--- src/rtl/fifo_frame_reader.sv ---
// Packs bytes from a first-word-fall-through FIFO into fixed-length frames for the
// transmit engine: length request/ack first, then a valid/ready byte stream padded on starvation.
//
// state  | meaning
// -------+-------------------------------------------------------------
// IDLE   | waiting for a FIFO byte; latches the clamped frame length
// REQ    | tx_req high with tx_len, waiting for tx_ack
// SEND   | FIFO head passed straight through to the tx stream
// PAD    | FIFO starved too long; PAD_BYTE fills out the frame
module fifo_frame_reader #(
    parameter int unsigned MAX_LEN     = 1472,
    parameter int unsigned TIMEOUT_CYC = 1024,
    parameter logic [7:0]  PAD_BYTE    = 8'h00
) (
    input  logic        rd_clk,
    input  logic        rd_rst,
    output logic        fifo_rd_en,
    input  logic        fifo_rd_vld,
    input  logic [7:0]  fifo_rd_data,
    input  logic [10:0] cfg_frame_len,
    output logic        tx_req,
    output logic [10:0] tx_len,
    input  logic        tx_ack,
    output logic        tx_valid,
    output logic [7:0]  tx_data,
    output logic        tx_last,
    input  logic        tx_ready,
    output logic        busy,
    output logic [15:0] frame_cnt,
    output logic [15:0] pad_cnt
);

    localparam logic [10:0] MAX_LEN_W   = 11'(MAX_LEN);
    localparam logic [15:0] STARVE_LAST = 16'(TIMEOUT_CYC - 1);

    typedef enum logic [1:0] {
        S_IDLE = 2'd0,
        S_REQ  = 2'd1,
        S_SEND = 2'd2,
        S_PAD  = 2'd3
    } state_t;

    state_t      state;
    state_t      state_nxt;
    logic [10:0] len;
    logic [10:0] len_clamped;
    logic [10:0] byte_cnt;
    logic [15:0] starve_cnt;
    logic        pad_flag;
    logic        at_last;
    logic        xfer;
    logic        timeout;
    logic        frame_done;

    always_comb begin
        len_clamped = cfg_frame_len;
        if (cfg_frame_len == 11'd0) begin
            len_clamped = 11'd1;
        end else if (cfg_frame_len > MAX_LEN_W) begin
            len_clamped = MAX_LEN_W;
        end
    end

    assign at_last    = (byte_cnt == (len - 11'd1));
    assign xfer       = tx_valid && tx_ready;
    assign timeout    = (state == S_SEND) && !fifo_rd_vld && (starve_cnt == STARVE_LAST);
    assign frame_done = xfer && tx_last;

    always_ff @(posedge rd_clk) begin
        if (rd_rst) begin
            state <= S_IDLE;
        end else begin
            state <= state_nxt;
        end
    end

    always_comb begin
        state_nxt = state;
        case (state)
            S_IDLE: if (fifo_rd_vld) state_nxt = S_REQ;
            S_REQ:  if (tx_ack) state_nxt = S_SEND;
            S_SEND: begin
                if (frame_done) begin
                    state_nxt = S_IDLE;
                end else if (timeout) begin
                    state_nxt = S_PAD;
                end
            end
            S_PAD:  if (frame_done) state_nxt = S_IDLE;
            default: state_nxt = S_IDLE;
        endcase
    end

    // SEND is a pure combinational pass-through so the FIFO head reaches tx_data with no added latency
    always_comb begin
        tx_req     = 1'b0;
        tx_valid   = 1'b0;
        tx_data    = 8'h00;
        tx_last    = 1'b0;
        fifo_rd_en = 1'b0;
        case (state)
            S_REQ: tx_req = 1'b1;
            S_SEND: begin
                tx_valid   = fifo_rd_vld;
                tx_data    = fifo_rd_data;
                tx_last    = at_last && fifo_rd_vld;
                fifo_rd_en = tx_ready && fifo_rd_vld;
            end
            S_PAD: begin
                tx_valid = 1'b1;
                tx_data  = PAD_BYTE;
                tx_last  = at_last;
            end
            default: ;
        endcase
    end

    assign busy   = (state != S_IDLE);
    assign tx_len = len;

    always_ff @(posedge rd_clk) begin
        if (rd_rst) begin
            len        <= 11'd0;
            byte_cnt   <= 11'd0;
            starve_cnt <= 16'd0;
            pad_flag   <= 1'b0;
            frame_cnt  <= 16'd0;
            pad_cnt    <= 16'd0;
        end else begin
            case (state)
                S_IDLE: if (fifo_rd_vld) len <= len_clamped;
                S_REQ: begin
                    if (tx_ack) begin
                        byte_cnt   <= 11'd0;
                        starve_cnt <= 16'd0;
                        pad_flag   <= 1'b0;
                    end
                end
                S_SEND: begin
                    if (xfer) begin
                        byte_cnt   <= byte_cnt + 11'd1;
                        starve_cnt <= 16'd0;
                    end else if (!fifo_rd_vld) begin
                        starve_cnt <= starve_cnt + 16'd1;
                    end
                    if (timeout) pad_flag <= 1'b1;
                end
                S_PAD: begin
                    pad_flag <= 1'b1;
                    if (tx_ready) byte_cnt <= byte_cnt + 11'd1;
                end
                default: ;
            endcase
            if (frame_done) begin
                frame_cnt <= frame_cnt + 16'd1;
                if (pad_flag) pad_cnt <= pad_cnt + 16'd1;
            end
        end
    end

endmodule
--- config.mk ---
export PLATFORM = sky130hd
export DESIGN_NAME = fifo_frame_reader
export DESIGN_NICKNAME = d
export VERILOG_FILES = /design/src/rtl/fifo_frame_reader.sv
export SDC_FILE = /design/constraint.sdc
export NUM_CORES = 1
export LEC_CHECK = 0
export CAP_MARGIN = 20
export CORE_MARGIN = 2
export CORE_UTILIZATION = 51
export DETAILED_ROUTE_END_ITERATION = 10
export PLACE_DENSITY = 0.82
export SETUP_SLACK_MARGIN = 0.15
export SYNTH_ARGS = -nofsm -noshare
export SYNTH_HDL_FRONTEND = slang
export SYNTH_SLANG_ARGS = --single-unit
export TNS_END_PERCENT = 20
--- constraint.sdc ---
create_clock -name rd_clk -period 3.53 [get_ports rd_clk]
set_clock_uncertainty 0.15 [all_clocks]
set_input_delay 0.706 -clock rd_clk [delete_from_list [all_inputs] [get_ports rd_clk]]
set_output_delay 0.706 -clock rd_clk [all_outputs]
set_load 0.03 [all_outputs]
==> metrics.cfg, run 1 <==
[cells_and_area]
drive_gt1_share_pct=6.79
num_antenna_cells=0
area_growth_pct=30.6
fin_nets=584

[power_and_ir_drop]
p_clk_share_pct=41.2
p_int_w=0.00143
swShare_pct=26.6
p_per_area_nw_per_um2=393
peakVddDrop_mv=0.199
combPwrFrac_pct=14.6
p_seq_share_pct=44.2
p_sw_w=0.000519
p_leak_nw=1.69
p_total_w=0.00195

[clock_network]
clk_latency_ns=0.36
cts_buffers=9
cts.sinks=73
path_clk_slew_ns=0.08
cts_max_level=3
cts_root_buf=clkbuf_8
clockBufferDepth=2
cts_tree=done

[die]
die_h_um=90.3
rows=31
io_pins=80
dieArea_um2=8150
core_um2=7210
initial_core_util_pct=52.6
die_w_um=90.3

[timing]
clock.fmax_mhz=300
finalCritPeriodShare_pct=94.3
slew-limit-headroom_pct=54.1
period_needed_ns=3.33
tightest_slew_ns=0.685
final_hold_viol_count=0
timing.final.ws_setup_ns=0.200
rsz0062_at_grt=no
maxSlewViolCount=0
setup-tns-final_ns=0
setup_viol=0

[synthesis]
netlist.area_leader.share_pct=38.5
yosysMostFrequentCell=dfxtp_1
synth.yosys.seq_area_share_pct=38.5
ys.flop_type=dfxtp_1
ys_ff_latch=73
synth-edff-count=0
ys_warn_count=0
syn_nets=504
synth.distinct_cells=47
synthCells=475
synthTopCellsByArea=dfxtp_1 (38%), a21oi_1 (6.9%), nor2_1 (5.1%)
synth-async-reset-ratio_pct=0
synth_top_area_cell=dfxtp_1
synth_area_um2=3800
yosys-top-cells-count=dfxtp_1 (73), a21oi_1 (52), nor2_1 (52), nand2_1 (37), o21ai_0 (27)
syn_area_per_cell_um2=7.99

[global_routing]
grt_pass1_wl_um=16200
antenna_found_initial=0
grt_pass1_vias=3596
grt_max_degree=42
overflow=0
grt_usage_pct=24.0

[routing]
drc=0
vias=3865
totalWireLength_um=9900
wire_per_inst_um=15.0
vias_per_cell=5.86
final_antenna_net_count=0
drtIter0Drc=185
drt_pass1_iterations=4

[critical_path]
crit_fanout=10
reg2reg_depth=11
worst_setup_path_end_kind=output port
worstPathArrival_ns=2.47
cp-startpoint=tx_len[0]$_SDFFE_PP0P_
start_kind=flop
critPathRequiredTime_ns=2.67
r2r_start=tx_len[0]$_SDFFE_PP0P_
timing_worst_setup_path_type=flop to output port

[placed_design]
dp_hpwl_um=7110
gp_routability_congestion=0.882
pre_cts_slack_ns=0.203
io_buffers=79

[min_path]
whs_path_depth=2
hold_path_class=flop to flop
hp-start=pad_cnt[15]$_SDFFE_PP0P_

[outcome]
status=finished clean

[flow_run]
maxCapViolCount=0

## state kept, by name, indices dropped and copies added, names as in the netlist
name        count
state           2
pad_flag        1
pad_cnt        16
starve_cnt     16
frame_cnt      16
byte_cnt       11
tx_len         11
## layout make-up
| type | instances | area, um^2 |
|---|---|---|
| Timing Repair Buffer | 88 | 851 |
| Sequential cell | 73 | 1460 |
| Multi-Input combinational cell | 368 | 2230 |
| Clock buffer | 10 | 128 |
| Clock inverter | 6 | 113 |
| Fill cell | 625 | 2250 |
| Inverter | 15 | 56.3 |
| Tap cell | 99 | 124 |
## path summary, 6_finish.rpt
path | endpoint | slack, ns
max | tx_last | 0.20
min | pad_cnt[15]$_SDFFE_PP0P_ | 0.34
max reg2reg | frame_cnt[13]$_SDFFE_PP0P_ | 0.28
min reg2reg | pad_cnt[15]$_SDFFE_PP0P_ | 0.34
## power by group through the flow
| stage | Clock [W] | Combinational (W) | Sequential, W |
|---|---|---|---|
| 2_1_floorplan | 0 | 0.000157 | 0.000890 |
| 3_3_place_gp | 0 | 0.000263 | 0.000878 |
| 3_5_place_dp | 0 | 0.000267 | 0.000878 |
| 4_1_cts | 0.000815 | 0.000275 | 0.000859 |
| 5_1_grt | 0.000841 | 0.000307 | 0.000862 |
| 6_report | 0.000803 | 0.000284 | 0.000860 |
## metrics by stage
stage	area, um^2	cells	hold slack (ns)	util, %
2_1_floorplan	3800	475	0.322	-
3_3_place_gp	4670	639	0.315	64.7
3_5_place_dp	4670	639	0.333	64.7
4_1_cts	4930	655	0.345	68.3
5_1_grt	4960	659	0.373	68.7
6_report	4960	659	0.341	68.7
## per-layer routing
layer / vias up / share of wire, % / track usage [%]
li1: 1878 / - / -
met1: 1840 / 43 / 30.2
met2: 127 / 49 / 40.1
met3: 20 / 6.1 / 3.92
met4: 0 / 2.3 / 11.4
met5: - / 0 / 0
## worst max-delay path, cell delays in order, from the launching register on
cell	delay, ns
dfxtp_2	0.36
inv_1	0.11
ha_4	0.20
nand2b_1	0.16
a21oi_1	0.09
a311o_1	0.37
a2111oi_4	0.41
and3_4	0.26
buf_4	0.16
## logic make-up (layout without fill, tap and decap cells)
kind of cell	count (synthesis)	in the layout	share of synthesized area, %
flops	73	73	38.5
buf+inv	34	119	3.46
xor+xnor	31	31	7.15
simple gates	214	214	30.0
compound gates	116	116	18.6
fa+ha+maj	5	5	1.65
mux	2	2	0.560
## placed cells by master, fill, tap and decap left out, types with 2 or more instances in the layout
cell	instances
a22oi_1	6
or4_1	12
a21oi_1	51
and4_1	2
nand4_1	13
or3_1	25
clkbuf_8	9
nand3b_1	3
xor2_1	19
o41ai_1	2
o21ai_0	27
nor2b_1	5
nand3_1	19
nor3_1	7
dfxtp_1	72
and2_1	10
o31ai_1	12
xnor2_1	12
bufinv_16	3
inv_6	2
clkdlybuf4s50_1	77
inv_1	15
nor2_1	52
ha_1	4
nor3b_1	3
nand2b_1	3
buf_4	10
or2_2	2
nor4_1	2
nand2_1	37
and3_1	13
a211oi_1	5
a31oi_1	3
## repair_timing
item / in CTS / in global routing
pin swaps: 0 / 4
endpoints found under the setup margin: 1 / 1
hold buffers: 0 / 0
setup buffers: 0 / 4
gates resized for setup: 4 / 1
endpoints found under the hold margin: 0 / 0
No activity file was read; power rests on OpenSTA's default activity.
==> inputs of run 2 (changes only) <==
- ABC_AREA: default -> 1
- ABC_CLOCK_PERIOD_IN_PS: default -> 3530
- CORE_UTILIZATION: 51 -> 53
- PLACE_DENSITY: 0.82 -> 0.83
==> run 2 against run 1 <==
Compared with the run above:
- register-to-register slack better by 0.53 ns
- routed wire length up 4.7%
- largest cell class unchanged
- sequential cell count is the same
- power is 32% higher
- sequential share of layout area down 1.8 points
- area after synthesis up 11%
- die area rose by 6.3%
- design area increased by 6.5%
- combinational power grew to 3.6 times the previous value
- clock power fell by 25%
- final cell count grew 28%
- utilization barely moved
==> metrics.cfg, run 2 <==
[outcome]
status=finished clean

[timing]
final_hold_viol_count=0  ; unchanged
timing.final.ws_setup_ns=0.348  ; +0.148 ns
setup_viol=0  ; unchanged
slew-limit-headroom_pct=62.3  ; +8.1 points
finalCritPeriodShare_pct=90.2  ; -4.2 points
setup-tns-final_ns=0  ; unchanged
clock.fmax_mhz=314  ; +4.6%
tightest_slew_ns=0.561  ; -0.124 ns
maxSlewViolCount=0  ; unchanged
period_needed_ns=3.18  ; -0.148 ns
rsz0062_at_grt=no

[power_and_ir_drop]
p_per_area_nw_per_um2=487  ; +24%
peakVddDrop_mv=0.361  ; +82%
p_leak_nw=2.13  ; +26%

[routing]
drtIter0Drc=203  ; +9.7%
wl_met1_um=4610  ; +8.9%
vias_per_cell=5.25  ; -10%
totalWireLength_um=10400  ; +4.7%
wl_met3_um=424  ; -30%
drt_pass1_iterations=5  ; +1
wire_per_inst_um=12.3  ; -18%
drc=0  ; unchanged
route.met2.wl_um=5210  ; +7.9%
vias=4422  ; +14%
routed.top_layer=met4
final_antenna_net_count=0  ; unchanged

[critical_path]
worst_setup_path_end_kind=output port
r2r_start=tx_len[0]$_SDFFE_PP0P_
critPathRequiredTime_ns=2.67  ; about the same
worstPathArrival_ns=2.33  ; -0.14 ns
timing_worst_setup_path_type=primary input to output port
cp-startpoint=tx_ready
start_kind=primary input
crit_fanout=3  ; -7

[clock_network]
cts_root_buf=clkbuf_8
postCtsSetupBuffers=0  ; unchanged
cts_max_level=3  ; unchanged
cts_resized=0  ; -4
cts_tree=done
cts_buffers=9  ; unchanged
cts.sinks=73  ; unchanged
path_clk_slew_ns=0.07  ; about the same
clockBufferDepth=2  ; unchanged
clk_latency_ns=0.34  ; -0.02 ns
cts_hold_buf=0  ; unchanged

[placed_design]
pre_cts_slack_ns=0.194  ; -0.00893 ns
io_buffers=79  ; unchanged
gp_routability_congestion=0.877  ; -0.53%
place_area_um2=5090  ; +9.2%
dp_hpwl_um=8040  ; +13%
placed_cells=826  ; +29%

[cells_and_area]
mostFrequentLayoutCell=nand2_1
final_cell_mix=nand2_1 (145), inv_1 (95), nor2_1 (86)
num-fill-cells=686  ; +9.8%
seqCellArea_um2=1460  ; about the same
design_area_um2=5280  ; +6.5%
multi_input_area_um2=2310  ; +3.6%
drive_gt1_share_pct=7.70  ; +0.92 points
num_antenna_cells=0  ; unchanged
largestRegisters=frame_cnt x16, pad_cnt x16, starve_cnt x16
area_growth_pct=25.6
fin_nets=764  ; +31%
stdcell_count=842  ; +28%
final_util_pct=68.7  ; about the same

[synthesis]
synthCells=652  ; +37%
yosys-top-cells-count=nand2_1 (145), inv_1 (95), nor2_1 (86), dfxtp_1 (73), nand3_1 (54)
synth.distinct_cells=36  ; -23%
syn_nets=681  ; +35%
synth_top_area_cell=dfxtp_1
ys_ff_latch=73  ; unchanged
synth-async-reset-ratio_pct=0  ; unchanged
synth.yosys.seq_area_share_pct=34.8  ; -3.7 points
netlist.area_leader.share_pct=34.8  ; -3.7 points
syn_area_per_cell_um2=6.45  ; -19%
synthTopCellsByArea=dfxtp_1 (35%), nand2_1 (13%), inv_1 (8.5%)
synth-edff-count=0  ; unchanged
synth_area_um2=4210  ; +11%
ys_warn_count=0  ; unchanged
ys.flop_type=dfxtp_1
yosysMostFrequentCell=nand2_1

[global_routing]
grt_pass1_wl_um=17900  ; +10%
overflow=0  ; unchanged
grt_usage_pct=25.0  ; +1.0 points
antenna_found_initial=0  ; unchanged
grt_max_degree=26  ; -38%
grt_pass1_vias=4194  ; +17%

[die]
io_pins=80  ; unchanged
initial_core_util_pct=54.7  ; +2.1 points
rows=32  ; +3.2%
die_w_um=93.1  ; +3.1%
dieArea_um2=8660  ; +6.3%
core_um2=7690  ; +6.6%
die_h_um=93.1  ; +3.1%

[min_path]
hold_path_class=flop to flop
hp-start=starve_cnt[10]$_SDFFE_PP0P_

[flow_run]
maxCapViolCount=0  ; unchanged

[run 2: cell types whose count changed after synthesis, moves of 16 or more]
cell	change
or3_1	-24
nand3_1	+35
inv_1	+80
nor2_1	+34
nand2_1	+108
xor2_1	-16
[run 2: layout make-up]
cell class / instances / share of cell area (%)
clock buffers: 11 / 2.87
clock inverters: 5 / 0.568
inverters: 101 / 7.17
multi-input cells: 466 / 43.6
flip-flops and latches: 73 / 27.7
well taps: 102 / 2.42
repair buffers: 84 / 15.7
[run 2: worst max-delay path, cell delays in order]
cell and delay [ns]:
clkdlybuf4s50_1 0.56, inv_1 0.09, nor3_1 0.25, clkdlybuf4s50_1 0.72
[run 2: metal layers]
| metal | global-route usage (%) | up-vias |
|---|---|---|
| li1 | - | 2280 |
| met1 | 30.3 | 2041 |
| met2 | 45.0 | 88 |
| met3 | 4.59 | 13 |
| met4 | 7.35 | 0 |
| met5 | 0 | - |
[run 2: cell families (layout without fill, tap and decap cells)]
logic type / count (synthesis) / in the layout / synth area share, %
fa+ha+maj: 5 / 5 / 1.49
xor+xnor: 8 / 8 / 1.67
simple gates: 364 / 364 / 40.4
compound gates: 89 / 89 / 11.2
flops: 73 / 73 / 34.8
buf+inv: 113 / 201 / 10.5
[run 2: final timing paths]
path | endpoint | slack (ns) | cells after the start
worst max-delay path | fifo_rd_en | 0.35 | 4
worst min-delay path | starve_cnt[10]$_SDFFE_PP0P_ | 0.32 | 2
worst max register to register | pad_cnt[15]$_SDFFE_PP0P_ | 0.81 | 14
worst min register to register | starve_cnt[10]$_SDFFE_PP0P_ | 0.32 | 2
[run 2: where the power goes]
part	internal [W]	switching, W
logic	0.000354	0.000672
clock network	0.000290	0.000312
registers	0.000872	0.0000736
total	0.00152	0.00106
[run 2: metrics by stage]
step                power (W)  hold WS [ns]
global placement      0.00195         0.309
detailed placement    0.00198         0.311
floorplan             0.00167         0.295
finish                0.00257         0.320
global route          0.00274         0.347
CTS                   0.00258         0.324
